===== src/rtl/osc_mixer_sequencer.sv =====
// -----------------------------------------------------------------------------
// osc_mixer_sequencer
//
// Steps a fixed-point phase accumulator for every oscillator, drives the
// integer part of each phase out as a BRAM playback index, waits out the BRAM
// read latency, then accumulates the enabled oscillators' samples one per
// cycle and emits a single saturated signed mix sample with a valid pulse.
//
// Ports
//   clk_in             system clock
//   rst_n_in           asynchronous active-low reset
//   sample_tick_in     1-cycle pulse at the audio sample rate, starts a mix
//   ui_update_trig_in  1-cycle pulse, zeroes every phase and index
//   wave_width_in      wave length in samples (phase wrap point)
//   osc_is_on_in       per-oscillator enable
//   osc_step_in        per-oscillator unsigned phase increment (int.frac)
//   osc_index_out      registered per-oscillator playback index
//   osc_data_in        per-oscillator sample data returned by the BRAMs
//   mix_out            saturated signed mix
//   mix_valid_out      1-cycle pulse, mix_out has just been updated
//   busy_out           high while a mix is in progress
//   overrun_out        1-cycle pulse, a tick arrived while busy and was dropped
// -----------------------------------------------------------------------------
module osc_mixer_sequencer #(
  parameter int NUM_OSCILLATORS = 4,
  parameter int SAMPLE_WIDTH    = 16,
  parameter int WW_WIDTH        = 18,
  parameter int PHASE_FRAC      = 16,
  parameter int BRAM_LATENCY    = 2
) (
  input  logic                                                  clk_in,
  input  logic                                                  rst_n_in,
  input  logic                                                  sample_tick_in,
  input  logic                                                  ui_update_trig_in,
  input  logic [WW_WIDTH-1:0]                                   wave_width_in,
  input  logic [NUM_OSCILLATORS-1:0]                            osc_is_on_in,
  input  logic [NUM_OSCILLATORS-1:0][WW_WIDTH+PHASE_FRAC-1:0]   osc_step_in,
  output logic [NUM_OSCILLATORS-1:0][WW_WIDTH-1:0]              osc_index_out,
  input  logic [NUM_OSCILLATORS-1:0][SAMPLE_WIDTH-1:0]          osc_data_in,
  output logic [SAMPLE_WIDTH-1:0]                               mix_out,
  output logic                                                  mix_valid_out,
  output logic                                                  busy_out,
  output logic                                                  overrun_out
);

  localparam int PW     = WW_WIDTH + PHASE_FRAC;
  localparam int ACC_W  = SAMPLE_WIDTH + $clog2(NUM_OSCILLATORS);
  localparam int SEL_W  = (NUM_OSCILLATORS > 1) ? $clog2(NUM_OSCILLATORS) : 1;
  localparam int CNT_W  = (BRAM_LATENCY > 1) ? $clog2(BRAM_LATENCY) : 1;

  localparam logic signed [ACC_W-1:0] SAT_MAX = ACC_W'((2 ** (SAMPLE_WIDTH - 1)) - 1);
  localparam logic signed [ACC_W-1:0] SAT_MIN = -ACC_W'(2 ** (SAMPLE_WIDTH - 1));

  typedef enum logic [2:0] {
    IDLE,
    ADVANCE,
    WAIT,
    SUM,
    OUT
  } state_t;

  state_t state, state_next;

  logic [NUM_OSCILLATORS-1:0][PW-1:0] phase;
  logic [NUM_OSCILLATORS-1:0][PW-1:0] phase_next;
  logic [NUM_OSCILLATORS-1:0]         on_q;
  logic [CNT_W-1:0]                   wait_cnt;
  logic [SEL_W-1:0]                   sel;
  logic signed [ACC_W-1:0]            acc;
  logic signed [ACC_W-1:0]            addend;
  logic [PW-1:0]                      wrap_w;
  logic [PW:0]                        sum_ext [NUM_OSCILLATORS];

  // State register
  always_ff @(posedge clk_in or negedge rst_n_in) begin
    if (!rst_n_in) begin
      state <= IDLE;
    end else begin
      state <= state_next;
    end
  end

  // Next-state logic; ticks outside IDLE never alter the sequence
  always_comb begin
    state_next = state;
    case (state)
      IDLE:    if (sample_tick_in) state_next = ADVANCE;
      ADVANCE: state_next = WAIT;
      WAIT:    if (wait_cnt == '0) state_next = SUM;
      SUM:     if (sel == SEL_W'(NUM_OSCILLATORS - 1)) state_next = OUT;
      OUT:     state_next = IDLE;
      default: state_next = IDLE;
    endcase
  end

  // State-decoded outputs
  always_comb begin
    busy_out = (state != IDLE);
  end

  // Candidate phases for the next ADVANCE. The sum is one bit wider so the
  // compare against the wrap point cannot overflow; a single subtract keeps
  // the remainder so no phase is lost at the wrap. A zero wave width pins
  // every phase to zero.
  always_comb begin
    wrap_w     = {wave_width_in, {PHASE_FRAC{1'b0}}};
    phase_next = '0;
    for (int i = 0; i < NUM_OSCILLATORS; i++) begin
      sum_ext[i] = {1'b0, phase[i]} + {1'b0, osc_step_in[i]};
      if (!osc_is_on_in[i] || (wave_width_in == '0)) begin
        phase_next[i] = '0;
      end else if (sum_ext[i] >= {1'b0, wrap_w}) begin
        phase_next[i] = PW'(sum_ext[i] - {1'b0, wrap_w});
      end else begin
        phase_next[i] = sum_ext[i][PW-1:0];
      end
    end
  end

  // Off oscillators are masked because their BRAM port is disabled and the
  // data bus still shows whatever was last read.
  always_comb begin
    addend = '0;
    if (on_q[sel]) begin
      addend = {{(ACC_W - SAMPLE_WIDTH){osc_data_in[sel][SAMPLE_WIDTH-1]}}, osc_data_in[sel]};
    end
  end

  // Phase/index registers. The UI clear wins over an ADVANCE in the same
  // cycle and leaves the FSM alone.
  always_ff @(posedge clk_in or negedge rst_n_in) begin
    if (!rst_n_in) begin
      phase         <= '0;
      osc_index_out <= '0;
    end else if (ui_update_trig_in) begin
      phase         <= '0;
      osc_index_out <= '0;
    end else if (state == ADVANCE) begin
      phase <= phase_next;
      for (int i = 0; i < NUM_OSCILLATORS; i++) begin
        osc_index_out[i] <= phase_next[i][PW-1:PHASE_FRAC];
      end
    end
  end

  // Mix datapath: latch enables and clear the accumulator on ADVANCE, count
  // down the BRAM latency, sum one oscillator per cycle, then saturate.
  always_ff @(posedge clk_in or negedge rst_n_in) begin
    if (!rst_n_in) begin
      on_q          <= '0;
      wait_cnt      <= '0;
      sel           <= '0;
      acc           <= '0;
      mix_out       <= '0;
      mix_valid_out <= 1'b0;
      overrun_out   <= 1'b0;
    end else begin
      overrun_out   <= sample_tick_in && (state != IDLE);
      mix_valid_out <= 1'b0;
      case (state)
        ADVANCE: begin
          on_q     <= osc_is_on_in;
          acc      <= '0;
          sel      <= '0;
          wait_cnt <= CNT_W'(BRAM_LATENCY - 1);
        end
        WAIT: begin
          wait_cnt <= wait_cnt - 1'b1;
        end
        SUM: begin
          acc <= acc + addend;
          sel <= sel + 1'b1;
        end
        OUT: begin
          if (acc > SAT_MAX) begin
            mix_out <= SAT_MAX[SAMPLE_WIDTH-1:0];
          end else if (acc < SAT_MIN) begin
            mix_out <= SAT_MIN[SAMPLE_WIDTH-1:0];
          end else begin
            mix_out <= acc[SAMPLE_WIDTH-1:0];
          end
          mix_valid_out <= 1'b1;
        end
        default: begin
        end
      endcase
    end
  end

endmodule

===== config.mk =====
export PLATFORM = sky130hd
export DESIGN_NAME = osc_mixer_sequencer
export DESIGN_NICKNAME = d
export VERILOG_FILES = /design/src/rtl/osc_mixer_sequencer.sv
export SDC_FILE = /design/constraint.sdc
export NUM_CORES = 1
export LEC_CHECK = 0
export BUFFER_PORTS_ARGS = -buffer_cell sky130_fd_sc_hd__buf_2
export CORE_UTILIZATION = 38
export DETAILED_ROUTE_END_ITERATION = 8
export GPL_TIMING_DRIVEN = 0
export MAX_ROUTING_LAYER = met4
export PLACE_DENSITY = 0.58
export RECOVER_POWER = 50
export SYNTH_ARGS = -nofsm -noshare
export SYNTH_HDL_FRONTEND = slang
export SYNTH_SLANG_ARGS = --single-unit

===== constraint.sdc =====
create_clock -name clk_in -period 5.2 [get_ports clk_in]
set_input_delay 0.78 -clock clk_in [delete_from_list [all_inputs] [get_ports clk_in]]
set_output_delay 0.78 -clock clk_in [all_outputs]
set_load 0.02 [all_outputs]

Word level (Yosys, flattened, before mapping)
Index checks and enable logic that the tools add are counted.
- flip-flop bits (word level): 254
- latch bits: 0
- bits in writable memories: 0
- ROM bits: 0
- input bits: 226
- output and inout bits: 91
- word-level logic and storage cells: 85
- memories: 0
- add/sub/neg operators: 11
- $mul: 0
- div/mod/pow operators: 0
- $lt $le $gt $ge: 7
- equality and inequality tests: 8
- shifts and indexed selects: 0
- multiplexer cells: 27
- bitwise logic cells: 0
- reduce and logical (&&, ||, !) cells: 16
- operators with widths (kind ; count):
    $mux 136 ; 2
    $mux 34 ; 8
    $mux 72 ; 2
    $add 34x34->35 ; 4
    $ge 35x34->1 ; 4
    $sub 34x34->34 ; 4
    $mux 16 ; 3
    $pmux 18 s2 ; 1
    $bmux 16 s2 ; 1
    $add 18x18->18 ; 1
    $gt 18x16->1 const B ; 1
    $logic_not 18->1 ; 1
    $lt 18x16->1 const B ; 1
    $mux 18 ; 1
    $pmux 3 s4 ; 1
    $mux 3 ; 3
    $eq 3x2->1 const B ; 2
    $ne 2x2->1 const B ; 3
    $reduce_bool 2->1 ; 3
    $logic_not 1->1 ; 4
    $logic_or 1x1->1 ; 4
    $pmux 2 s2 ; 1
    $eq 3x1->1 const B ; 1
    $eq 3x3->1 const B ; 1
    11 further kinds ; 12

Longest topological paths before layout
Gate-level depths: netlist of run 1.
- depth after elaboration: 6
- gate-level depth with buffers: 23
- gate-level depth less buffers: 23

Least setup slack after synthesis of run 1
Ideal clock, no wire load.
- path kind: input -> register
- start: in osc_step_in[68] (netlist name)
- end: reg osc_index_out[52] (netlist name)
- library setup time: 118 ps
- data arrival time: 5337 ps
- data required time: 5082 ps
- path slack: -255 ps
- stages: 22
- buffers on the path: 1
- cells stage by stage: ha_1 > fa_1 > a211o_1 > a211oi_2 > o21ai_1 > or4_4 > nand2_1 > o21a_1 > o21ai_0 > xor2_1 > ha_1 > a21o_1 > a21o_1 > a21oi_1 > nor3_1 > a211oi_1 > o211ai_1 > a41o_1 > a41o_2 > buf_6 > a32o_1 > a21o_1
- longest elaborated chain between the ends: 6
- elaborated cells on any way between the ends: 7
- classes of those cells: add/sub: 2; order compare: 1; mux: 4
- ends and longest elaborated chain (element ; RTL line ; source):
    from (decl) ; 37 ; input logic [NUM_OSCILLATORS-1:0][WW_WIDTH+PHASE_FRAC-1:0] osc_step_in,
    $add 34x34->35 * ; 109 ; sum_ext[i] = {1'b0, phase[i]} + {1'b0, osc_step_in[i]};
    $sub 34x34->34 or $ge 35x34->1 (tied branches) ; 113, 112 ;
    $mux 34 * ; 112 ; end else if (sum_ext[i] >= {1'b0, wrap_w}) begin
    $mux 34 * ; 110 ; if (!osc_is_on_in[i] || (wave_width_in == '0)) begin
    $mux 72 * ; 138 ; end else if (state == ADVANCE) begin
    $mux 72 * ; 135 ; end else if (ui_update_trig_in) begin
    to (signal, indexed assignment) ; 141 ; osc_index_out[i] <= phase_next[i][PW-1:PHASE_FRAC];
    to (decl) ; 38 ; output logic [NUM_OSCILLATORS-1:0][WW_WIDTH-1:0] osc_index_out,
Mark *: on every way between the ends. The rest lies on a longest branch, timed or not. The select of a mux whose other input is x is not followed.
A chain may end at the register's enable or synchronous reset.

Worst setup path after layout of run 1
- start: reg phase[68] (netlist name)
- end: reg osc_index_out[42] (netlist name)
- longest elaborated chain between the ends: 6
- elaborated cells on any way between the ends: 7
- classes of those cells: add/sub: 2; order compare: 1; mux: 4
- ends and longest elaborated chain (element ; RTL line ; source):
    from (decl) ; 64 ; logic [NUM_OSCILLATORS-1:0][PW-1:0] phase;
    from (signal assigned) ; 139 ; phase <= phase_next;
    $add 34x34->35 * ; 109 ;
    $sub 34x34->34 or $ge 35x34->1 (tied branches) ; 113, 112 ;
    $mux 34 * ; 112 ;
    $mux 34 * ; 110 ;
    $mux 72 * ; 138 ;
    $mux 72 * ; 135 ;
Marks and branches as above.

==> run summary, run 1 <==
In the synthesized netlist the dominant register cell turns out to be sky130_fd_sc_hd__dfrtp_1. Counting flops with an async set or reset pin after synthesis yields a share of 1.000. After synthesis, the share of cell area in mux cells is 0.05209. The largest area contributor in the synthesized netlist is sky130_fd_sc_hd__dfrtp_1. The number of remaining DRC errors came out at 0. Entering global routing, the biggest net connects 110 pins. The number of hold violations in the final report came out at 0. The latest clock arrival within the worst-skew pair came out at 0.52 ns. The number of cells in the design after placement is about 3300. The worst hold-check slack is ~0.48 ns. The number of max-cap violations came out at 1. In this run the core area contains 82 standard-cell rows. The number of DRC markers after the initial detailed-route iteration came out at 1267.

The simple-gate share of the synthesized area is 0.1692. Static timing analysis puts the maximum clock frequency at roughly 180 MHz. The first global-routing pass estimated between 100 and 150 mm of wire.

The I/O pin total is 317. The average instance area after synthesis is around 8.3 um2. The initial cell density of the core is 0.3859. The post-synthesis compound-gate area fraction is 0.2489. The relative slew slack came out at -2.075.

The height of the chip came out at roughly 230 um. The count of final max-slew check failures was between 70 and 80. During synthesis, Yosys emitted a total of 0 warnings. TritonCTS built the clock tree. The worst setup path is of the reg -> reg kind. The number of iterations in the first detailed-routing pass came out at 6. The flow ran to the end, but the final reports show violations. The worst-path maximum fanout is 10. The initial antenna violation count is 10. At the end of the flow the core is filled with cells to 0.4857. The arrival time of data at the critical path endpoint is slightly above 6 ns. In this run the worst hold path is classified as reg -> reg. The synthesized cell area is just under 20000 um2. The endpoint required time on the critical path is 5.59 ns. The final reports fail on max-capacitance violations, max-slew violations, negative setup slack. The die boundary width is 227.7 um.

The core region is 50170 um2. The flip-flop and latch count after synthesis came out at 182. The power per cell area is 358.8 nW/um2. The total number of nets in the final design came out at ~3200. For the final database, setup skew stands at between 0.01 and 0.015 ns.

After synthesis, the cell types taking the most area are sky130_fd_sc_hd__dfrtp_1 24%, sky130_fd_sc_hd__ha_1 15%, sky130_fd_sc_hd__o21ai_0 5.8%. The clock transition time at the flip-flop clock pins of the worst setup and hold paths is 0.08 ns. The XOR/XNOR share of the synthesized area came out at 0.08189. STA classifies the critical path endpoint as a register. The via count normalized by instance count came out at approximately 5.7.

The number of global-route vias before repair is 18910. The unique cell type count in the Yosys netlist is 86. The number of fillers in the final layout is 4834. Across all register-to-register paths, the minimum setup slack is -0.46 ns.

The post-synth net total is between 2000 and 3000. The number of buffers inserted by port buffering is roughly 320. The congestion estimate from routability-driven global placement came to ~1.

The setup-violating endpoint count in the final report came out at 36. In the global route stage, overall resource usage came out at 0.2740. The total detailed-routing wirelength is ~70 mm. For the pin with the worst max-slew slack, the measured transition is about 4.6 ns. The final standard cell count with taps included and fillers excluded is roughly 3400. The hold buffer count at CTS is 0. For this design the static power due to leakage is 11.92 nW.

The root buffer cell chosen for the clock tree is sky130_fd_sc_hd__clkbuf_16. The final period utilization is 1.088. Subtracting the final worst setup slack from the clock period gives 5.658 ns. The remaining number of nets flagged by the antenna check after routing came out at 0. The tree built by TritonCTS fans out to between 150 and 200 sinks. The layout overhead on the synthesized area came out at 25.87%. The post-layout worst setup margin is -0.4578 ns. In the final routed layout, each cell accounts on average for between 20 and 25 um. The top cell type's share of synthesized area is 0.2353. The area of the die came out at ~52000 um2. The area share of fa/ha/maj cells after synthesis came out at 0.1554. IR analysis of the VDD net gives a maximum drop of ~0.22 mV. The register area share after synthesis is 0.2353. The number of enable-type register cells in the synthesized netlist is 0. The maximum level of the CTS H-tree came out at 4. The aggregate negative setup slack came out at -9.378 ns. The ratio of cells with drive above 1 in the final layout came out at 0.2668. After synthesis, the largest family of logic cells by area is compound AO/OA/AOI/OAI gates.

The HPWL after detailed placement is between 50 and 60 mm. The worst setup slack after placement came out at -1.791 ns. The maximum root-to-sink buffer count came out at 2. The final global-route overflow total came out at 0. The critical path launch point type is a register. The number of instances in the synthesized netlist is around 2300. Setup repair after global routing could not meet its margin everywhere. The total vias in the final route came out at a little under 20000. The number of buffers added by the clock tree synthesis step is 17.
==> worst max-delay path, stage by stage, from the launching register on <==
cell and delay, ns:
sky130_fd_sc_hd__dfrtp_1 0.41, sky130_fd_sc_hd__ha_4 0.18, sky130_fd_sc_hd__fa_2 0.36, sky130_fd_sc_hd__a211o_4 0.35, sky130_fd_sc_hd__a211oi_4 0.21, sky130_fd_sc_hd__o21ai_2 0.11, sky130_fd_sc_hd__or4_4 0.53, sky130_fd_sc_hd__a31oi_4 0.23
sky130_fd_sc_hd__nor2_4 0.08, sky130_fd_sc_hd__a21o_1 0.22, sky130_fd_sc_hd__a311oi_4 0.29, sky130_fd_sc_hd__ha_1 0.22, sky130_fd_sc_hd__nand4_1 0.21, sky130_fd_sc_hd__nor3_4 0.26, sky130_fd_sc_hd__o2111ai_4 0.17, sky130_fd_sc_hd__a2111oi_4 0.34
sky130_fd_sc_hd__nand4_1 0.15, sky130_fd_sc_hd__nor4_2 0.21, sky130_fd_sc_hd__a41o_1 0.30, sky130_fd_sc_hd__a41o_4 0.18, sky130_fd_sc_hd__buf_12 0.16, sky130_fd_sc_hd__mux2i_2 0.24, sky130_fd_sc_hd__o21ai_1 0.08
==> cells by family after synthesis <==
logic type | Yosys count
DFF | 182
adders and majority gates | 235
buffers and inverters | 217
and+or+nand+nor | 696
muxes | 80
AOI/OAI and AO/OA | 732
xor gates and xnor gates | 181
==> layout by cell type, fill, tap and decap left out, drive strengths merged, types with 18 or more instances in the layout <==
cell,instances
a211oi,25
a21o,73
a21oi,152
a22o,38
a31oi,20
and2,18
and3,25
buf,496
clkbuf,71
dfrtp,182
ha,226
inv,84
mux2i,58
nand2,259
nand2b,19
nand3,38
nand4,30
nor2,149
nor2b,40
nor3,58
nor4,19
o21a,28
o21ai,229
o21bai,21
o31ai,18
xnor2,111
xor2,70
==> per-stage QoR <==
stage	total power, W	area, um2
5_1_grt	0.009350	24370
3_3_place_gp	0.006566	21860
3_5_place_dp	0.006651	21910
4_1_cts	0.008423	23500
6_report	0.008743	24370
2_1_floorplan	0.005388	19440
==> flip-flops by register name, indices dropped and copies added, names as in the netlist <==
register	flops
acc	18
mix_out	16
mix_valid_out	1
on_q	4
osc_index_out	72
overrun_out	1
phase	64
sel	2
state	3
wait_cnt	1
==> report_power, final <==
group / internal, W / switching (W)
registers: 0.00166 / 0.000238
clock network: 0.000673 / 0.000725
logic: 0.00238 / 0.00306
==> path summary, 6_finish.rpt <==
check | from | to | cells past startpoint
worst max-delay path | phase[68]$_DFFE_PN0P_ | osc_index_out[42]$_DFFE_PN0P_ | 22
worst min-delay path | mix_out[1]$_DFFE_PN0P_ | mix_out[1]$_DFFE_PN0P_ | 2
worst max register to register | phase[68]$_DFFE_PN0P_ | osc_index_out[42]$_DFFE_PN0P_ | 22
worst min register to register | mix_out[1]$_DFFE_PN0P_ | mix_out[1]$_DFFE_PN0P_ | 2
max in group asynchronous | rst_n_in | phase[14]$_DFFE_PN0P_ | 2
min in group asynchronous | rst_n_in | osc_index_out[21]$_DFFE_PN0P_ | 1
==> cell type report <==
cell class / instances / area (um2) / share of cell area
Clock buffer: 18 / 429.2 / 0.01761
Multi-Input combinational cell: 1924 / 14820 / 0.6082
Timing Repair Buffer: 414 / 2379 / 0.09762
Buffer: 135 / 879.6 / 0.03610
Tap cell: 672 / 840.8 / 0.03451
Clock inverter: 14 / 146.4 / 0.006008
Inverter: 79 / 296.5 / 0.01217
Sequential cell: 182 / 4554 / 0.1869
Antenna cell: 8 / 20.02 / 0.0008216
==> what timing repair did <==
item,in CTS,in global routing
setup endpoints to repair,74,74
pin swaps,58,59
cloned,6,0
resized for setup,137,141
setup buffers,55,37
==> cells in the mapped netlist (all sizes together) (7+ instances only) <==
cell type,count
and3,25
a31oi,20
a2111oi,11
o21bai,21
inv,79
mux2i,58
a21boi,7
nand4,30
nor3,58
nor2b,40
o21ai,229
nand3,38
a221oi,9
o211ai,8
a22o,38
a21oi,152
a221o,9
buf,86
and2,18
nor2,149
mux4,16
xnor2,111
a211oi,25
a211o,11
o21a,28
nand2b,19
o2111ai,11
nor4,19
ha,226
fa,9
xor2,70
o311ai,8
dfrtp,182
or2,7
clkbuf,52
a31o,11
o31ai,18
or3,7
a21o,73
nand2,259
==> routing by layer <==
| metal | vias to the layer above | routed length (um) | track usage |
|---|---|---|---|
| li1 | 9389 | - | - |
| met1 | 9447 | 32160 | 0.3600 |
| met2 | 658 | 32190 | 0.4186 |
| met3 | 122 | 4413 | 0.05275 |
| met4 | 0 | 2267 | 0.09565 |
| met5 | - | 0 | - |
(Power assumes the default switching activity.)
==> inputs of run 2 (changes only) <==
--- a/config.mk
+++ b/config.mk
@@ -5,12 +5,14 @@
 export SDC_FILE = /design/constraint.sdc
 export NUM_CORES = 1
 export LEC_CHECK = 0
+export ABC_AREA = 1
 export BUFFER_PORTS_ARGS = -buffer_cell sky130_fd_sc_hd__buf_2
 export CORE_UTILIZATION = 38
+export CTS_BUF_LIST = sky130_fd_sc_hd__clkbuf_16
 export DETAILED_ROUTE_END_ITERATION = 8
 export GPL_TIMING_DRIVEN = 0
 export MAX_ROUTING_LAYER = met4
-export PLACE_DENSITY = 0.58
+export PLACE_DENSITY = 0.57
 export RECOVER_POWER = 50
 export SYNTH_ARGS = -nofsm -noshare
 export SYNTH_HDL_FRONTEND = slang
==> run 2 against run 1 <==
- the run ends with max-capacitance violations, max-slew violations left
- core utilization is 4.8 points lower
- final cell count is 37% higher
- register-to-register slack better by 0.86 ns
- final area is 5.8% higher
- critical path type is now in -> reg
- critical endpoint is now osc_index_out[46]$_DFFE_PN0P_
- largest cell class unchanged
- highest routed layer unchanged
==> run summary, run 2 <==
The overall routing resource usage came out at 0.2767 (+0.002653). The unique cell type count in the Yosys netlist came out at 54 (-37%). On the critical path the largest part of the delay comes from simple AND/OR/NAND/NOR gates. The core footprint came out at 58910 um2 (+17%). The number of remaining DRC errors was 0 (unchanged).

The number of sinks on the clock net came out at 182 (unchanged). The number of iterations in the first detailed-routing pass is 6 (unchanged). The synthesized cell area is 22600 um2 (+17%). The XOR/XNOR share of the synthesized area came to 0.04612 (-0.03577). The final reports fail on max-capacitance violations, max-slew violations.

The register with the most flip-flops in the final layout is osc_index_out. The transition time at the pin with the least slew margin came out at 3.943 ns (-0.6696 ns). The setup-violating endpoint count in the final report is 0 (-100%). The area of the die is 60450 um2 (+17%). The busiest layer in global routing is met2. The cell leakage power came out at 14.38 nW (+21%). The setup skew after layout came to 0.02402 ns (+0.01111 ns).

In the final layout, the registers with the most flip-flops are osc_index_out (72), phase (64), acc (18). The maximum level of the CTS H-tree came out at 4 (unchanged). The height of the chip was 245.9 um (+8.0%). The hold buffer count at CTS came out at 0 (unchanged).

The flip-flop and latch count after synthesis is 182 (unchanged). The number of global-route vias before repair is 23100 (+22%). The total number of nets in the final design came out at 4394 (+37%). The highest attainable clock frequency is 206.7 MHz (+17%). Setup repair after global routing left no endpoint under its margin. The number of buffers inserted by port buffering came out at 316 (unchanged).

The run finished, with violations left. The tree is rooted in a sky130_fd_sc_hd__clkbuf_16. The maximum root-to-sink buffer count is 2 (unchanged). The die boundary width is 245.9 um (+8.0%).

The number of resized instances in the post-cts repair step is 0 (-100%). The main combinational cell family by area after synthesis is simple AND/OR/NAND/NOR gates. The via count normalized by instance count is 5.158 (-9.4%). The layout overhead on the synthesized area is 14.04%.

The endpoint required time on the critical path was 5.59 ns (about the same). The fraction of synthesized area in multiplexers came out at 0.0008859 (-0.05121). The register area share after synthesis came out at 0.2015 (-0.03372). The relative slew slack came out at -1.628 (+0.4464). Sorting the synthesized cells by area gives the leading types as sky130_fd_sc_hd__dfrtp_1 20%, sky130_fd_sc_hd__nand2_1 18%, sky130_fd_sc_hd__ha_1 13%. The average instance area after synthesis came to 6.282 um2 (-25%).

The worst hold path terminates at on_q[1]$_DFFE_PN0P_. The worst setup path is captured at a register. The met2 usage was 0.4527 (+0.03406). The top cell types in the final layout, fill and taps aside, are 1071 x sky130_fd_sc_hd__nand2_1, 456 x sky130_fd_sc_hd__inv_1, 316 x sky130_fd_sc_hd__nor2_1, 296 x sky130_fd_sc_hd__buf_2, 261 x sky130_fd_sc_hd__nand3_1. The top cell type's share of synthesized area is 0.2015 (-0.03372). STA classifies the critical path startpoint as a primary input. The largest net degree at the start of global routing came to 111 (+0.91%).

The arrival time of data at the critical path endpoint came out at 5.23 ns (-0.81 ns). The number of max-cap violations is 1 (unchanged). The highest cell delay on the worst timing path is 0.47 ns (-0.06 ns). The source of the worst register-to-register timing path is phase[102]$_DFFE_PN0P_. The cell count along the critical path came out at 26 (+18%). The flip-flop count of the largest register, all copies and words added is 72 (unchanged). The Yosys warning count was 0 (unchanged).

The total vias in the final route was 24400 (+24%). The path type of the worst setup path is in -> reg. The remaining number of nets flagged by the antenna check after routing came out at 0 (unchanged). The met3 demand-to-capacity share in global routing came out at 0.03721 (-0.01554). By instance count, the cell type seen most on the critical path is sky130_fd_sc_hd__nand2_1. The fraction of the core area covered by cells at the end of the flow is 0.4375 (-0.04820). The number of DRC markers after the initial detailed-route iteration came out at 1582 (+25%). The final weighted congestion in routability-driven placement came out at 0.9790 (-2.1%).

The register-to-register setup slack came out at 0.40 ns (+0.86 ns). The post-synthesis compound-gate area fraction was 0.1515 (-0.09736). The area share of fa/ha/maj cells after synthesis is 0.1331 (-0.02227). The number of fillers in the final layout is 6467 (+34%). The hold path depth is 2 (unchanged). The most common cell in the synthesized netlist is sky130_fd_sc_hd__nand2_1. The cell depth of the worst flop-to-flop path is 30 (+36%). The total detailed-routing wirelength is 81.90 mm (+15%).

The worst-path maximum fanout came out at 10 (unchanged). In the synthesized netlist the dominant register cell turns out to be sky130_fd_sc_hd__dfrtp_1. The path class of the lowest-slack min-delay path is reg -> reg. The post-synth net total was 4058 (+46%). Leaving out fill and tap cells, the most frequent cell in the layout is sky130_fd_sc_hd__nand2_1. The startpoint of the worst hold path is on_q[1]$_DFFE_PN0P_. The clock tree from TritonCTS is built. The largest individual stage delay along the critical path comes from the cell sky130_fd_sc_hd__fa_1.

The wire length of the first global-routing pass is 126.4 mm (+18%). The number of buffers and inverters on the critical path is 3 (+2). The largest vdd supply drop is 0.3746 mV (+67%). The number of setup buffers added after CTS came out at 0 (-100%). The commonest cells after synthesis are 1071 x sky130_fd_sc_hd__nand2_1, 455 x sky130_fd_sc_hd__inv_1, 316 x sky130_fd_sc_hd__nor2_1.

The number of hold violations in the final report was 0 (unchanged). The per-cell routed wire length was 17.32 um (-16%). The power per cell area was 399.3 nW/um2 (+11%).

The HPWL after detailed placement came out at 67.93 mm (+25%). The simple-gate share of the synthesized area came out at 0.3537 (+0.1845). The latest clock arrival within the worst-skew pair came out at 0.52 ns (about the same). The biggest area contributor in the post-synthesis netlist is sky130_fd_sc_hd__dfrtp_1.

The clock transition time at the flip-flop clock pins of the worst setup and hold paths came to 0.07 ns (about the same). The endpoint identified for the worst register-to-register timing path is osc_index_out[65]$_DFFE_PN0P_. The initial cell density of the core came to 0.3836 (-0.002239).

The final period utilization is 0.9306 (-0.1575). The post-layout worst setup margin is 0.3611 ns (+0.8189 ns). The site row count came out at 89 (+8.5%).

The final critical-path required period was 4.839 ns (-0.8189 ns). The worst setup slack after placement came to -0.1348 ns (+1.657 ns). The global routing usage on met1 was 0.3582 (-0.001818). The count of final max-slew check failures came out at 74 (-1.3%).

The share of async-settable or async-resettable flops after synthesis is 1.000 (unchanged). The initial antenna violation count is 12 (+2). The number of instances in the synthesized netlist was 3597 (+55%). The final global-route overflow total came out at 0 (unchanged).

The number of enable-type register cells in the synthesized netlist is 0 (unchanged). The ratio of cells with drive above 1 in the final layout is 0.1252 (-0.1416). The number of buffers added by the clock tree synthesis step is 17 (unchanged). The I/O pin total came out at 317 (unchanged).
==> run 2: worst max path at each step <==
stage,endpoint,start,slack (ns)
after floorplan,osc_index_out[49]$_DFFE_PN0P_,osc_step_in[68],1.07
after global placement,phase[44]$_DFFE_PN0P_,rst_n_in,-0.18
after detailed placement,osc_index_out[49]$_DFFE_PN0P_,osc_step_in[68],-0.13
after CTS,osc_index_out[45]$_DFFE_PN0P_,phase[68]$_DFFE_PN0P_,0.38
after global routing,osc_index_out[7]$_DFFE_PN0P_,phase[0]$_DFFE_PN0P_,0.000002
final,osc_index_out[46]$_DFFE_PN0P_,osc_step_in[68],0.36
==> run 2: cells by family after synthesis <==
logic type,count (synthesis)
buffers and inverters,593
flip-flops,182
AND/OR/NAND/NOR,1860
XOR/XNOR,119
adder cells (fa/ha/maj),235
AO/OA/AOI/OAI,606
multiplexers,2
==> run 2: report_power, final <==
group,internal [W],switching (W)
Combinational,0.00240,0.00444
Sequential,0.00172,0.000271
Clock,0.000731,0.000734
Total,0.00484,0.00545
==> run 2: worst reg2reg max path, delay by kind of cell, from the launching register on <==
family                   cells  cell delay, ns
flip-flops                   1            0.35
buffers and inverters        5            0.59
adder cells (fa/ha/maj)      3            0.89
AO/OA/AOI/OAI                2            0.48
AND/OR/NAND/NOR             19            2.17
XOR/XNOR                     1            0.22
==> run 2: cell type report <==
class                           count  area [um2]  area share
Tap cell                          773       967.2     0.03753
Timing Repair Buffer              317        1563     0.06064
Buffer                            128       808.3     0.03137
Inverter                          465        1745     0.06773
Clock inverter                     15       190.2    0.007380
Clock buffer                       17       425.4     0.01651
Multi-Input combinational cell   2822       15490      0.6010
Antenna cell                       11       27.53    0.001068
Sequential cell                   182        4554      0.1767
==> run 2: stage by stage <==
stage	TNS, ns	hold WS [ns]	power [W]	std cells	area [um2]
6_report	0	0.4842	0.01029	4730	25770
3_3_place_gp	-28.82	0.4653	0.008788	4686	25150
2_1_floorplan	0	0.4478	0.006936	3597	22600
5_1_grt	0	0.5112	0.01123	4730	25770
4_1_cts	0	0.2478	0.01032	4719	25800
3_5_place_dp	-1.773	0.4695	0.008790	4687	25180
==> run 2: routing by layer <==
metal | vias to the layer above | part of all wire
met1 | 11260 | 0.47
met4 | 0 | 0.020
li1 | 12460 | -
met2 | 589 | 0.47
met5 | - | 0
met3 | 79 | 0.044
==> inputs of run 3 (changes only) <==
--- a/config.mk
+++ b/config.mk
@@ -7,12 +7,14 @@
 export LEC_CHECK = 0
 export ABC_AREA = 1
 export BUFFER_PORTS_ARGS = -buffer_cell sky130_fd_sc_hd__buf_2
+export CELL_PAD_IN_SITES_DETAIL_PLACEMENT = 0
+export CELL_PAD_IN_SITES_GLOBAL_PLACEMENT = 1
 export CORE_UTILIZATION = 38
 export CTS_BUF_LIST = sky130_fd_sc_hd__clkbuf_16
 export DETAILED_ROUTE_END_ITERATION = 8
 export GPL_TIMING_DRIVEN = 0
 export MAX_ROUTING_LAYER = met4
-export PLACE_DENSITY = 0.57
+export PLACE_DENSITY = 0.77
 export RECOVER_POWER = 50
 export SYNTH_ARGS = -nofsm -noshare
 export SYNTH_HDL_FRONTEND = slang
==> constraint.sdc (replaced) <==
create_clock -name clk_in -period 4.15 [get_ports clk_in]
set_input_delay 0.6225 -clock clk_in [delete_from_list [all_inputs] [get_ports clk_in]]
set_output_delay 0.6225 -clock clk_in [all_outputs]
set_load 0.02 [all_outputs]
==> run 3 against run 2 <==
- the run still ends with max-capacitance violations, max-slew violations left
- power up 43%
- worst hold slack worse by 0.13 ns
- sequential share of layout area decreased by 2.5 points
- core utilization increased by 7.5 points
- wire length rose by 3.5%
- register-to-register slack got worse by 0.36 ns
- sequential power grew 28%
- first-iteration DRC count is 11% lower
- clock power increased by 25%
- combinational power increased by 51%
- largest power group unchanged
- global-route usage is 0.18 points lower
==> run summary, run 3 (synthesized netlist as in run 2, its figures left out) <==
By instance count, the cell type seen most on the critical path is sky130_fd_sc_hd__nand2_2. The relative slew slack is -0.8058 (+0.8227). The highest attainable clock frequency is approximately 240 MHz.

The final critical-path required period came out at slightly above 4 ns. The end point of the critical path is osc_index_out[37]$_DFFE_PN0P_. The count of final max-slew check failures is 93 (+26%). The hold buffer count at CTS is 0 (unchanged). The initial cell density of the core came out at 0.3836 (unchanged). The overall routing resource usage is 0.2749 (-0.001762). The largest net degree at the start of global routing is 94 (-15%).

The largest vdd supply drop came out at 0.4186 mV (+12%). The ratio of cells with drive above 1 in the final layout came out at 0.2867 (+0.1615). The number of cells in the design after placement is 4687 (unchanged). The destination of the worst register-to-register timing path is osc_index_out[37]$_DFFE_PN0P_. TritonCTS built the clock tree.

The number of buffers inserted by port buffering was 316 (unchanged). The cell area after placement came to 25180 um2 (unchanged). STA classifies the critical path startpoint as a register. The run finished, with violations left. The setup-violating endpoint count in the final report is 0 (unchanged). The cell sitting at the root of the clock tree is a sky130_fd_sc_hd__clkbuf_16. The number of global-route vias before repair is 23160 (+0.26%). The layout overhead on the synthesized area is 33.53%.

The total number of nets in the final design came to 4522 (+2.9%). The final weighted congestion in routability-driven placement is 0.9750 (-0.41%). The transition time at the pin with the least slew margin is 2.709 ns (-1.234 ns).

The per-cell routed wire length is 17.48 um (+0.96%). The post-layout total power is 0.01470 W (+43%). The total vias in the final route is 25130 (+3.0%). The cell depth of the worst flop-to-flop path came to 28 (-6.7%).

The library cell used most frequently in the layout, excluding fill and tap cells, is sky130_fd_sc_hd__nand2_1. The worst setup path is of the reg -> reg kind. The worst setup path is captured at a register. The fraction of the core area covered by cells at the end of the flow is 0.5122 (+0.07479). The total detailed-routing wirelength is 84.80 mm (+3.5%). The register-to-register setup slack came out at 0.04 ns (-0.36 ns). The via count normalized by instance count is 5.181 (+0.45%). The number of hold violations in the final report came to 0 (unchanged). The wire length of the first global-routing pass came to 125.4 mm (-0.80%).

The height of the chip came to 245.9 um (unchanged). The die boundary width was 245.9 um (unchanged). The area of the die came out at 60450 um2 (unchanged). The clock transition time at the flip-flop clock pins of the worst setup and hold paths came out at 0.09 ns (+0.02 ns). The setup skew after layout is 0.01873 ns (-0.005286 ns). The arrival time of data at the critical path endpoint is 4.52 ns (-0.71 ns).

The number of fillers in the final layout is 6060 (-6.3%). The number of iterations in the first detailed-routing pass came out at 7 (+1). The highest cell delay on the worst timing path is 0.42 ns (-0.05 ns). The latest clock arrival within the worst-skew pair is 0.52 ns (about the same).

The final instance area came out at 30180 um2 (+17%). The largest registers in the layout are osc_index_out (72), phase (64), acc (18). The number of sinks on the clock net came to 182 (unchanged).

The initial antenna violation count was 4 (-8). In this run the worst hold path is classified as in -> reg. The power per cell area came to 487.2 nW/um2 (+22%). The site row count came out at 89 (unchanged).

On the critical path, the stage with the largest delay is an instance of sky130_fd_sc_hd__dfrtp_1. The core footprint was 58910 um2 (unchanged). The remaining number of nets flagged by the antenna check after routing came out at 0 (unchanged). The maximum root-to-sink buffer count is 2 (unchanged). The I/O pin total came out at 317 (unchanged).

The worst-path maximum fanout is 6 (-4). The worst register-to-register path begins at phase[68]$_DFFE_PN0P_. The number of remaining DRC errors came out at 0 (unchanged). The number of max-cap violations came to 1 (unchanged). The cell leakage power is 15.35 nW (+6.8%). The flip-flop count of the largest register, all copies and words added came to 72 (unchanged). The final reports fail on max-capacitance violations, max-slew violations. The maximum level of the CTS H-tree is 4 (unchanged). The endpoint required time on the critical path came to 4.56 ns (-1.03 ns). The final global-route overflow total is 0 (unchanged). The number of DRC markers after the initial detailed-route iteration came out at 1403 (-11%).

The HPWL after detailed placement came out at 66.90 mm (-1.5%). The register containing the most flip-flops in the final layout is osc_index_out. The final standard cell count with taps included and fillers excluded came out at 4851 (+2.6%). Dividing the final minimum period by the clock period gives 0.9899.

Setup repair after global routing could not meet its margin everywhere. In the layout the commonest cells are 936 x sky130_fd_sc_hd__nand2_1, 433 x sky130_fd_sc_hd__inv_1, 305 x sky130_fd_sc_hd__buf_2, 262 x sky130_fd_sc_hd__nor2_1, 223 x sky130_fd_sc_hd__nand3_1. The number of buffers added by the clock tree synthesis step is 17 (unchanged).

The beginning of the critical path is phase[68]$_DFFE_PN0P_.
## run 3: cell count changes in the layout (fill, tap and decap cells not counted), sizes merged
cell / before / now
buf: 379 / 520
bufinv: 2 / 0
clkbuf: 82 / 70
clkdlybuf4s25: 1 / 0
clkinv: 7 / 9
diode: 11 / 4
## run 3: layer usage
metal	track usage	routed length [um]
met5	-	0
met4	0.07801	2231
met3	0.03569	4846
met2	0.4324	38660
met1	0.3672	39070
## run 3: worst min path at each step
stage | slack (ns) | startpoint | end | cells after the start
5_1_grt | 0.37 | sample_tick_in | overrun_out$_DFF_PN0_ | 2
6_report | 0.36 | sample_tick_in | overrun_out$_DFF_PN0_ | 2
3_3_place_gp | 0.47 | mix_out[14]$_DFFE_PN0P_ | mix_out[14]$_DFFE_PN0P_ | 2
3_5_place_dp | 0.47 | mix_out[11]$_DFFE_PN0P_ | mix_out[11]$_DFFE_PN0P_ | 2
2_1_floorplan | 0.33 | rst_n_in | acc[0]$_DFFE_PN0P_ | 0
4_1_cts | 0.18 | rst_n_in | phase[110]$_DFFE_PN0P_ | 1
## run 3: power breakdown
| group | internal, W | total (W) | switching [W] |
|---|---|---|---|
| registers | 0.00216 | 0.00255 | 0.000393 |
| logic | 0.00410 | 0.0103 | 0.00623 |
| clock network | 0.000839 | 0.00182 | 0.000981 |
| total | 0.00710 | 0.0147 | 0.00760 |
## run 3: metrics by stage
| step | hold WS [ns] | TNS [ns] | setup slack, ns |
|---|---|---|---|
| floorplan | 0.3269 | 0 | 0.1802 |
| global placement | 0.4665 | -222.67 | -0.9973 |
| detailed placement | 0.4705 | -55.31 | -0.9741 |
| CTS | 0.1752 | 0 | 0.0001963 |
| global route | 0.3657 | -1.970 | -0.1157 |
| finish | 0.3577 | 0 | 0.04184 |
## run 3: repair_timing
item,CTS,global route
setup buffers,46,79
endpoints found under the setup margin,75,76
cloned,2,2
pin swaps,69,160
gates resized for setup,265,436
## run 3: layout make-up
type | count | area (um2) | share of cell area
multi-input cells | 2822 | 18810 | 0.6233
flip-flops and latches | 182 | 4568 | 0.1514
repair buffers | 446 | 2605 | 0.08633
inverters | 465 | 1749 | 0.05797
well taps | 773 | 967.2 | 0.03205
plain buffers | 127 | 829.5 | 0.02749
clock buffers | 17 | 425.4 | 0.01410
clock inverters | 15 | 214.0 | 0.007090
diodes | 4 | 10.01 | 0.0003317
## run 3: critical path, delay by kind of cell (launching register included)
family	cells	cell delay [ns]
and+or+nand+nor	21	2.22
buffers and inverters	3	0.30
adders and majority gates	3	0.82
xor gates and xnor gates	1	0.23
DFF	1	0.42
